===== config.mk =====
export PLATFORM = sky130hd
export DESIGN_NAME = shift_deserializer_64
export DESIGN_NICKNAME = d
export VERILOG_FILES = /design/src/rtl/shift_deser_pkg.sv /design/src/rtl/shift_deser_acc.sv /design/src/rtl/shift_deserializer_64.sv
export SDC_FILE = /design/constraint.sdc
export NUM_CORES = 1
export LEC_CHECK = 0
export CAP_MARGIN = 20
export CORE_UTILIZATION = 45
export DETAILED_ROUTE_END_ITERATION = 10
export MAX_ROUTING_LAYER = met4
export PLACE_DENSITY_LB_ADDON = 0.3
export SLEW_MARGIN = 20
export SYNTH_ARGS = -nofsm -noshare
export SYNTH_HDL_FRONTEND = slang
export SYNTH_HIERARCHICAL = 1
export SYNTH_SLANG_ARGS = --single-unit

===== constraint.sdc =====
create_clock -name clk -period 4 [get_ports clk]
set_input_delay 0.8 -clock clk [delete_from_list [all_inputs] [get_ports clk]]
set_output_delay 0.8 -clock clk [all_outputs]
set_load 0.005 [all_outputs]

===== src/rtl/shift_deser_pkg.sv =====
// Shared state type, mode encodings and counter sizing for the 1/8-bit shift deserializer.
package shift_deser_pkg;

    typedef enum logic [0:0] {
        COLLECT = 1'b0,
        HOLD    = 1'b1
    } state_t;

    localparam logic MODE_BIT  = 1'b0;
    localparam logic MODE_BYTE = 1'b1;
    localparam logic DIR_MSB   = 1'b0;
    localparam logic DIR_LSB   = 1'b1;

    localparam int DEF_WORD_W = 64;

    // Counter must hold the value WORD_W itself, hence the extra bit.
    function automatic int count_w(input int word_w);
        return $clog2(word_w) + 1;
    endfunction

    localparam int CNT_W = count_w(DEF_WORD_W);

endpackage


===== src/rtl/shift_deser_acc.sv =====
// Accumulator register and shift mux for the deserializer.
// With DESER_FLUSH_EN defined it also produces the aligned partial word for flush.
module shift_deser_acc
    import shift_deser_pkg::*;
#(
    parameter int WORD_W  = 64,
    parameter int CHUNK_W = 8,
    parameter int COUNT_W = CNT_W
) (
    input  logic               clk,
    input  logic               rst_n,
    input  logic               shift_en,
    input  logic               clear,
`ifdef DESER_FLUSH_EN
    input  logic               load_flush,
    input  logic [COUNT_W-1:0] count,
    output logic [WORD_W-1:0]  flush_word,
`endif
    input  logic               width,
    input  logic               dir,
    input  logic [CHUNK_W-1:0] chunk,
    output logic [WORD_W-1:0]  acc,
    output logic [WORD_W-1:0]  shifted
);

    always_comb begin
        shifted = acc;
        if (dir == DIR_MSB) begin
            if (width == MODE_BYTE)
                shifted = {acc[WORD_W-CHUNK_W-1:0], chunk};
            else
                shifted = {acc[WORD_W-2:0], chunk[0]};
        end else begin
            if (width == MODE_BYTE)
                shifted = {chunk, acc[WORD_W-1:CHUNK_W]};
            else
                shifted = {chunk[0], acc[WORD_W-1:1]};
        end
    end

`ifdef DESER_FLUSH_EN
    logic [COUNT_W-1:0]       shamt;
    logic signed [WORD_W-1:0] acc_s;
    logic signed [WORD_W-1:0] lsb_aligned;

    // LSB-first data sits at the top of acc; slide it down, replicating the last bit received.
    assign shamt       = COUNT_W'(WORD_W) - count;
    assign acc_s       = acc;
    assign lsb_aligned = acc_s >>> shamt;
    assign flush_word  = (dir == DIR_LSB) ? lsb_aligned : acc;
`endif

    always_ff @(posedge clk or negedge rst_n) begin
        if (!rst_n)
            acc <= '0;
        else if (clear)
            acc <= '0;
`ifdef DESER_FLUSH_EN
        else if (load_flush)
            acc <= flush_word;
`endif
        else if (shift_en)
            acc <= shifted;
    end

endmodule


===== src/rtl/shift_deserializer_64.sv =====
// Serial 1/8-bit chunk to 64-bit word deserializer with a one-word output slot and a HOLD stall state.
// Optional DESER_FLUSH_EN adds in_flush to emit a partially assembled word.
module shift_deserializer_64
    import shift_deser_pkg::*;
#(
    parameter int WORD_W  = 64,
    parameter int CHUNK_W = 8
) (
    input  logic               clk,
    input  logic               rst_n,
    input  logic               in_valid,
    output logic               in_ready,
    input  logic               in_width,
    input  logic               in_dir,
    input  logic [CHUNK_W-1:0] in_data,
`ifdef DESER_FLUSH_EN
    input  logic               in_flush,
`endif
    output logic               out_valid,
    input  logic               out_ready,
    output logic [WORD_W-1:0]  out_data
);

    localparam int CW = count_w(WORD_W);

    state_t            state;
    logic [CW-1:0]     count;
    logic [CW-1:0]     inc;
    logic [CW-1:0]     count_next;
    logic              mode_width;
    logic              mode_dir;
    logic              eff_width;
    logic              eff_dir;
    logic              beat;
    logic              first;
    logic              complete;
    logic              slot_free;
    logic              flush_go;
    logic              emit;
    logic              acc_shift;
    logic              acc_clear;
    logic [WORD_W-1:0] acc;
    logic [WORD_W-1:0] shifted;
    logic [WORD_W-1:0] emit_word;
`ifdef DESER_FLUSH_EN
    logic              acc_load;
    logic [WORD_W-1:0] flush_word;
`endif

    // Gated by rst_n so nothing is accepted while reset is held.
    assign in_ready   = rst_n && (state == COLLECT);
    assign beat       = in_valid && in_ready;
    assign first      = (count == '0);
    assign eff_width  = first ? in_width : mode_width;
    assign eff_dir    = first ? in_dir : mode_dir;
    assign inc        = (eff_width == MODE_BYTE) ? CW'(CHUNK_W) : CW'(1);
    assign count_next = count + inc;
    assign complete   = beat && (count_next == CW'(WORD_W));
    assign slot_free  = !out_valid || out_ready;

`ifdef DESER_FLUSH_EN
    assign flush_go  = in_flush && (state == COLLECT) && !first && !beat;
    assign emit_word = complete ? shifted : flush_word;
`else
    assign flush_go  = 1'b0;
    assign emit_word = shifted;
`endif
    assign emit = complete || flush_go;

    always_comb begin
        acc_shift = 1'b0;
        acc_clear = 1'b0;
`ifdef DESER_FLUSH_EN
        acc_load  = 1'b0;
`endif
        if (state == HOLD)
            acc_clear = out_ready;
        else if (emit && slot_free)
            acc_clear = 1'b1;
        else if (beat)
            acc_shift = 1'b1;
`ifdef DESER_FLUSH_EN
        else if (flush_go)
            acc_load = 1'b1;
`endif
    end

    shift_deser_acc #(
        .WORD_W  (WORD_W),
        .CHUNK_W (CHUNK_W),
        .COUNT_W (CW)
    ) u_acc (
        .clk        (clk),
        .rst_n      (rst_n),
        .shift_en   (acc_shift),
        .clear      (acc_clear),
`ifdef DESER_FLUSH_EN
        .load_flush (acc_load),
        .count      (count),
        .flush_word (flush_word),
`endif
        .width      (eff_width),
        .dir        (eff_dir),
        .chunk      (in_data),
        .acc        (acc),
        .shifted    (shifted)
    );

    always_ff @(posedge clk or negedge rst_n) begin
        if (!rst_n) begin
            state      <= COLLECT;
            count      <= '0;
            mode_width <= MODE_BIT;
            mode_dir   <= DIR_MSB;
            out_valid  <= 1'b0;
            out_data   <= '0;
        end else begin
            case (state)
                COLLECT: begin
                    if (beat) begin
                        count <= complete ? '0 : count_next;
                        if (first) begin
                            mode_width <= in_width;
                            mode_dir   <= in_dir;
                        end
                    end else if (flush_go) begin
                        count <= '0;
                    end

                    // A blocked word parks in acc; out_valid is already high in that case.
                    if (emit && slot_free) begin
                        out_data  <= emit_word;
                        out_valid <= 1'b1;
                    end else if (emit) begin
                        state <= HOLD;
                    end else if (out_valid && out_ready) begin
                        out_valid <= 1'b0;
                    end
                end
                HOLD: begin
                    if (out_ready) begin
                        out_data <= acc;
                        state    <= COLLECT;
                    end
                end
                default: state <= COLLECT;
            endcase
        end
    end

endmodule

==> Yosys cells after proc, flatten, opt, wreduce, memory -nomap -nowiden <==
Index checks and enable logic that the tools add are counted.
{ "totals": {"ff_bits": 139, "in_bits": 14, "out_inout_bits": 66, "wordCells": 50} }
{ "classes": {"add_sub_neg": 1, "n_eq_ne": 4, "muxes": 24, "bitwise_logic": 1, "reduce_logical": 13} }
{ "op_table": {"columns": ["op", "n"], "rows": [
  ["64-bit two-way mux", 7],
  ["64-bit case mux with 2 select lines", 1],
  ["1-bit two-way mux", 13],
  ["7-bit by 4-bit adder with 7-bit output", 1],
  ["7-bit == test (second input constant)", 1],
  ["7-bit zero test", 1],
  ["7-bit two-way mux", 1],
  ["1-bit logical AND", 5],
  ["4-bit two-way mux", 1],
  ["2-bit by 1-bit != test with 1-bit output (second input constant)", 2],
  ["2-bit AND reduction", 2],
  ["2-bit nonzero test", 2],
  ["3-bit AND reduction", 1],
  ["2-bit != test (second input constant)", 1],
  ["1-bit case mux with 2 select lines", 1],
  ["1-bit zero test", 1],
  ["1-bit logical OR", 1],
  ["1-bit NOT", 1]
]} }

==> Logic depth before layout (Yosys ltp) <==
{ "logic_depth": {"word_depth": 11, "mapped_depth": 17, "mapped_depth_nobuf": 13} }

==> Modules after synthesis <==
The synthesis kept the hierarchy.
{ "modules_own_cells": {"columns": ["mod", "n_inst", "cells_each", "area_per_inst_um2", "seq_area_each_um2"], "rows": [
  ["shift_deserializer_64", 1, 588, 5172.5, 1876.8],
  ["shift_deser_acc", 1, 288, 4166.5, 1601.5]
]} }

==> Worst setup path before layout <==
Ideal clock, no wire load.
{ "synth_timing": {"kind": "register to register", "from": "register count[5]", "to": "register u_acc.acc[10]", "setup_ns": 0.132, "arrival_ns": 3.384, "required_time_ns": 3.868, "slack_ns": 0.484, "stages_incl_launch_ff": 17, "path_buffers": 4, "period_less_slack_ns": 3.516, "cell_sequence": "dfrtp_1 > nor4_1 > nand2_1 > mux2i_1 > inv_1 > ha_1 > and4_1 > and4_1 > a221oi_2 > buf_6 > buf_6 > nor3_1 > a21oi_1 > buf_2 > buf_2 > mux2i_1 > nor2_1"} }
{ "synth_between": {"elab_chain_len": 10, "word_cells_on_any_way": 18, "classes_between": "add/sub: 1; eq/ne: 1; mux: 12; reduce/logical: 4"} }
{ "synth_lines": {"columns": ["item", "line", "source"], "rows": [
  ["from (decl)", "shift_deserializer_64.sv:27", "logic [CW-1:0] count;"],
  ["from (signal assigned)", "shift_deserializer_64.sv:121", "count <= complete ? '0 : count_next;"],
  ["7-bit zero test", "shift_deserializer_64.sv:53", "assign first = (count == '0);"],
  ["1-bit two-way mux", null, null],
  ["named net eff_width", "shift_deserializer_64.sv:32", "logic eff_width;"],
  ["4-bit two-way mux", "shift_deserializer_64.sv:56", "assign inc = (eff_width == MODE_BYTE) ? CW'(CHUNK_W) : CW'(1);"],
  ["7-bit by 4-bit adder with 7-bit output", "shift_deserializer_64.sv:57", "assign count_next = count + inc;"],
  ["7-bit == test", "shift_deserializer_64.sv:58", "assign complete = beat && (count_next == CW'(WORD_W));"],
  ["1-bit logical AND", "shift_deserializer_64.sv:58", null],
  ["1-bit logical AND", "shift_deserializer_64.sv:78", "else if (emit && slot_free)"],
  ["1-bit two-way mux", "shift_deserializer_64.sv:78", null],
  ["1-bit two-way mux", "shift_deserializer_64.sv:76", "if (state == HOLD)"],
  ["named net acc_shift", "shift_deserializer_64.sv:40", "logic acc_shift;"],
  ["2-bit nonzero test (no line)", null, null],
  ["to (signal assigned)", "shift_deser_acc.sv:63", "acc <= shifted;"],
  ["to (decl)", "shift_deser_acc.sv:22", "output logic [WORD_W-1:0] acc,"]
]} }
The timed path passes the listed nets, and every way through them passes these cells. The select of a mux whose other input is x is not followed.
A chain may end at the register's enable or synchronous reset.

==> Final worst setup path <==
{ "layout_timing": {"from": "register count[5]", "to": "register u_acc.acc[51]"} }
Same word-level chain as after synthesis.

==> flow_metrics.py <==
metrics = {
    "detailed_routing": {
        "first_pass_iters": 5,
        "drtAntennaViolNets": 0,
        "drt-initial-drc-count": 651,
        "routedWlPerCell_um": 21.4,
        "viasPerCell": 6.20,
        "drt_wl_total_um": 25600,
        "drc_errors": 0,
        "vias": 7399,
    },
    "worst_setup_path": {
        "arrival_ns": 3.99,
        "worstPathRequired_ns": 4.30,
        "path_cells": "nor4_1, nand2_1, mux2i_2, clkinv_2, ha_1, and4_1, and4_1, a221oi_4, nor3_1, buf_4, a21oi_4, buf_12, buf_12, mux2i_1, nor2_1",
        "rr_worst_depth": 15,
        "critPathMaxStageDelay_ns": 0.44,
        "critPathKind": "flop to flop",
        "start_kind": "flop",
        "ff2ff_setup_slack_ns": 0.31,
        "crit_slowest_cell": "dfrtp_1",
        "reg2reg_to": "u_acc/acc[51]$_DFFE_PN0P_",
        "cp_max_fo": 19,
        "end_kind": "flop",
        "r2r-start": "count[5]$_DFFE_PN0P_",
    },
    "timing": {
        "period_share": 0.922,
        "min_period_ns": 3.69,
        "rsz0062_at_grt": "no",
        "slew_headroom": 0.425,
        "final_hold_viol_count": 0,
        "timing.fmax_ghz": 0.271,
        "skew_ns": 0.00583,
        "fin_tns_setup_ns": 0,
        "drv_slew": 0,
        "setup_viol": 0,
        "tightest_slew_ns": 0.863,
    },
    "layout": {
        "area_growth_pct": 17.8,
        "fin_nets": 929,
        "layout_common_cells": "dfrtp_1 (138), nor2_1 (131), mux2i_1 (128)",
        "drive_above_1_share": 0.145,
        "post-route-util": 0.542,
        "diodes": 0,
        "final_common_cell": "dfrtp_1",
    },
    "placement": {
        "dpl.hpwl_um": 15600,
        "port_buffers": 79,
        "routabilityCongestion": 0.847,
    },
    "cts": {
        "clk_pin_slew_ns": 0.06,
        "cts_tree": "built",
        "cts_hold_buf": 0,
        "cts.sinks": 139,
        "cts_buffers": 17,
        "htree_levels": 4,
        "cts_root_buf": "clkbuf_16",
        "cts_buffer_depth": 2,
        "clkLatencyLatePin_ns": 0.42,
    },
    "global_route": {
        "grt_pass1_wl_um": 41800,
        "grtUsageTotal": 0.255,
        "grt_max_degree": 132,
        "grt_pass1_vias": 7303,
        "grt_antenna_before_repair": 0,
        "grt-ovfl-total": 0,
    },
    "run_status": {
        "status": "complete, no violations",
    },
    "worst_hold_path": {
        "hold_class": "primary input to async pin",
    },
    "die": {
        "row_count": 52,
        "die_w_um": 146,
        "dieArea_mm2": 0.0213,
        "die_y_um": 146,
        "start_util": 0.460,
        "core-area_mm2": 0.0203,
        "boundaryPins": 80,
    },
    "synth": {
        "syn_area_mm2": 0.00934,
        "synth.avg_cell_area_um2": 10.7,
        "synth_fp_nets": 893,
        "synth_edf_count": 0,
        "yosysUniqueCellTypes": 41,
        "ys_seq_area_frac": 0.372,
        "synthCells": 876,
        "synth-warning-count": 6,
        "synth-async-reset-ratio": 1.00,
        "ys.flop_type": "dfrtp_1",
        "ys_ff_latch": 139,
    },
    "power_and_ir_drop": {
        "ir_worst_vdd_v": 0.000394,
        "leakage_nw": 4.75,
        "power_density_mw_per_mm2": 693,
    },
    "run": {
        "maxCapViolCount": 0,
    },
}
[synth_stat cells, types with 2 or more instances]
cell type	n	area, µm²
nor3_1	2	10.0
o21ai_0	67	335
xor2_1	5	43.8
or4_1	64	480
nor2b_1	2	12.5
buf_6	10	113
buf_2	14	70.1
ha_1	3	37.5
o211a_1	64	641
nor2_1	132	495
mux4_1	2	52.6
mux2i_1	129	1290
buf_12	5	100
buf_4	5	37.5
nand2_1	84	315
and4_1	2	17.5
mux4_2	61	1370
a21oi_1	4	20.0
xnor2_1	2	17.5
dfrtp_1	139	3480
clkbuf_1	56	210
o21ai_1	2	10.0
inv_1	4	15.0
[per-layer routing]
metal	routed length, µm	part of all wire	GRT usage	vias up
li1	-	-	-	3340
met1	11400	0.45	0.345	3752
met2	12200	0.48	0.400	283
met3	1560	0.061	0.0453	24
met4	342	0.013	0.0620	0
met5	0	0	-	-
[flip-flops by register name (all words and copies together), names as in the netlist]
signal and cells:
mode_dir 1, u_acc/acc 64, mode_width 1, count 7, state 1, out_data 64, out_valid 1
[kinds of logic after synthesis]
kind of cell,after synthesis,synth area share
xor+xnor,7,0.00656
mux,193,0.292
compound gates,144,0.115
buf+inv,95,0.0588
flops,139,0.372
simple gates,295,0.151
fa+ha+maj,3,0.00402
[worst max-delay path by stage]
stage | start | endpoint | slack (ns) | cells past startpoint
CTS | count[5]$_DFFE_PN0P_ | u_acc/acc[60]$_DFFE_PN0P_ | 0.28 | 15
global route | count[5]$_DFFE_PN0P_ | u_acc/acc[43]$_DFFE_PN0P_ | 0.03 | 15
finish | count[5]$_DFFE_PN0P_ | u_acc/acc[51]$_DFFE_PN0P_ | 0.31 | 15
detailed placement | in_width | u_acc/acc[60]$_DFFE_PN0P_ | 0.06 | 14
global placement | in_width | u_acc/acc[49]$_DFFE_PN0P_ | 0.12 | 14
floorplan | count[5]$_DFFE_PN0P_ | u_acc/acc[10]$_DFFE_PN0P_ | 0.48 | 16
[critical path: cells and delay by family (launching register included)]
kind / cells / cell delay [ns]
AO/OA/AOI/OAI: 2 / 0.48
buffers and inverters: 4 / 0.67
multiplexers: 2 / 0.51
AND/OR/NAND/NOR: 6 / 1.10
adder cells (fa/ha/maj): 1 / 0.34
flip-flops: 1 / 0.44
[metrics by stage]
step	power, mW	area, µm²	setup slack [ns]	cells	hold WS [ns]
6_report	7.63	11000	0.310	1194	0.204
5_1_grt	8.07	11000	0.0265	1194	0.195
4_1_cts	7.62	11000	0.280	1193	0.195
3_5_place_dp	5.91	10300	0.0610	1162	0.463
3_3_place_gp	5.86	10300	0.116	1162	0.457
2_1_floorplan	4.99	9340	0.484	876	0.440
[power breakdown]
| group | switching (mW) | internal [mW] |
|---|---|---|
| clock | 0.610 | 1.08 |
| sequential | 0.726 | 1.81 |
| combinational | 1.66 | 1.75 |
[layout make-up]
class / count / area [µm²]
Multi-Input combinational cell: 642 / 5380
Clock buffer: 25 / 515
Timing Repair Buffer: 108 / 1170
Clock inverter: 6 / 108
Inverter: 4 / 16.3
Fill cell: 1809 / 9300
Sequential cell: 139 / 3480
Tap cell: 270 / 338
[timing repair]
item                       4_1_cts  5_1_grt
setup endpoints to repair        0        4
gates resized for setup          0        1
buffers inserted                 0        0
No activity file was read; power rests on OpenSTA's default activity.
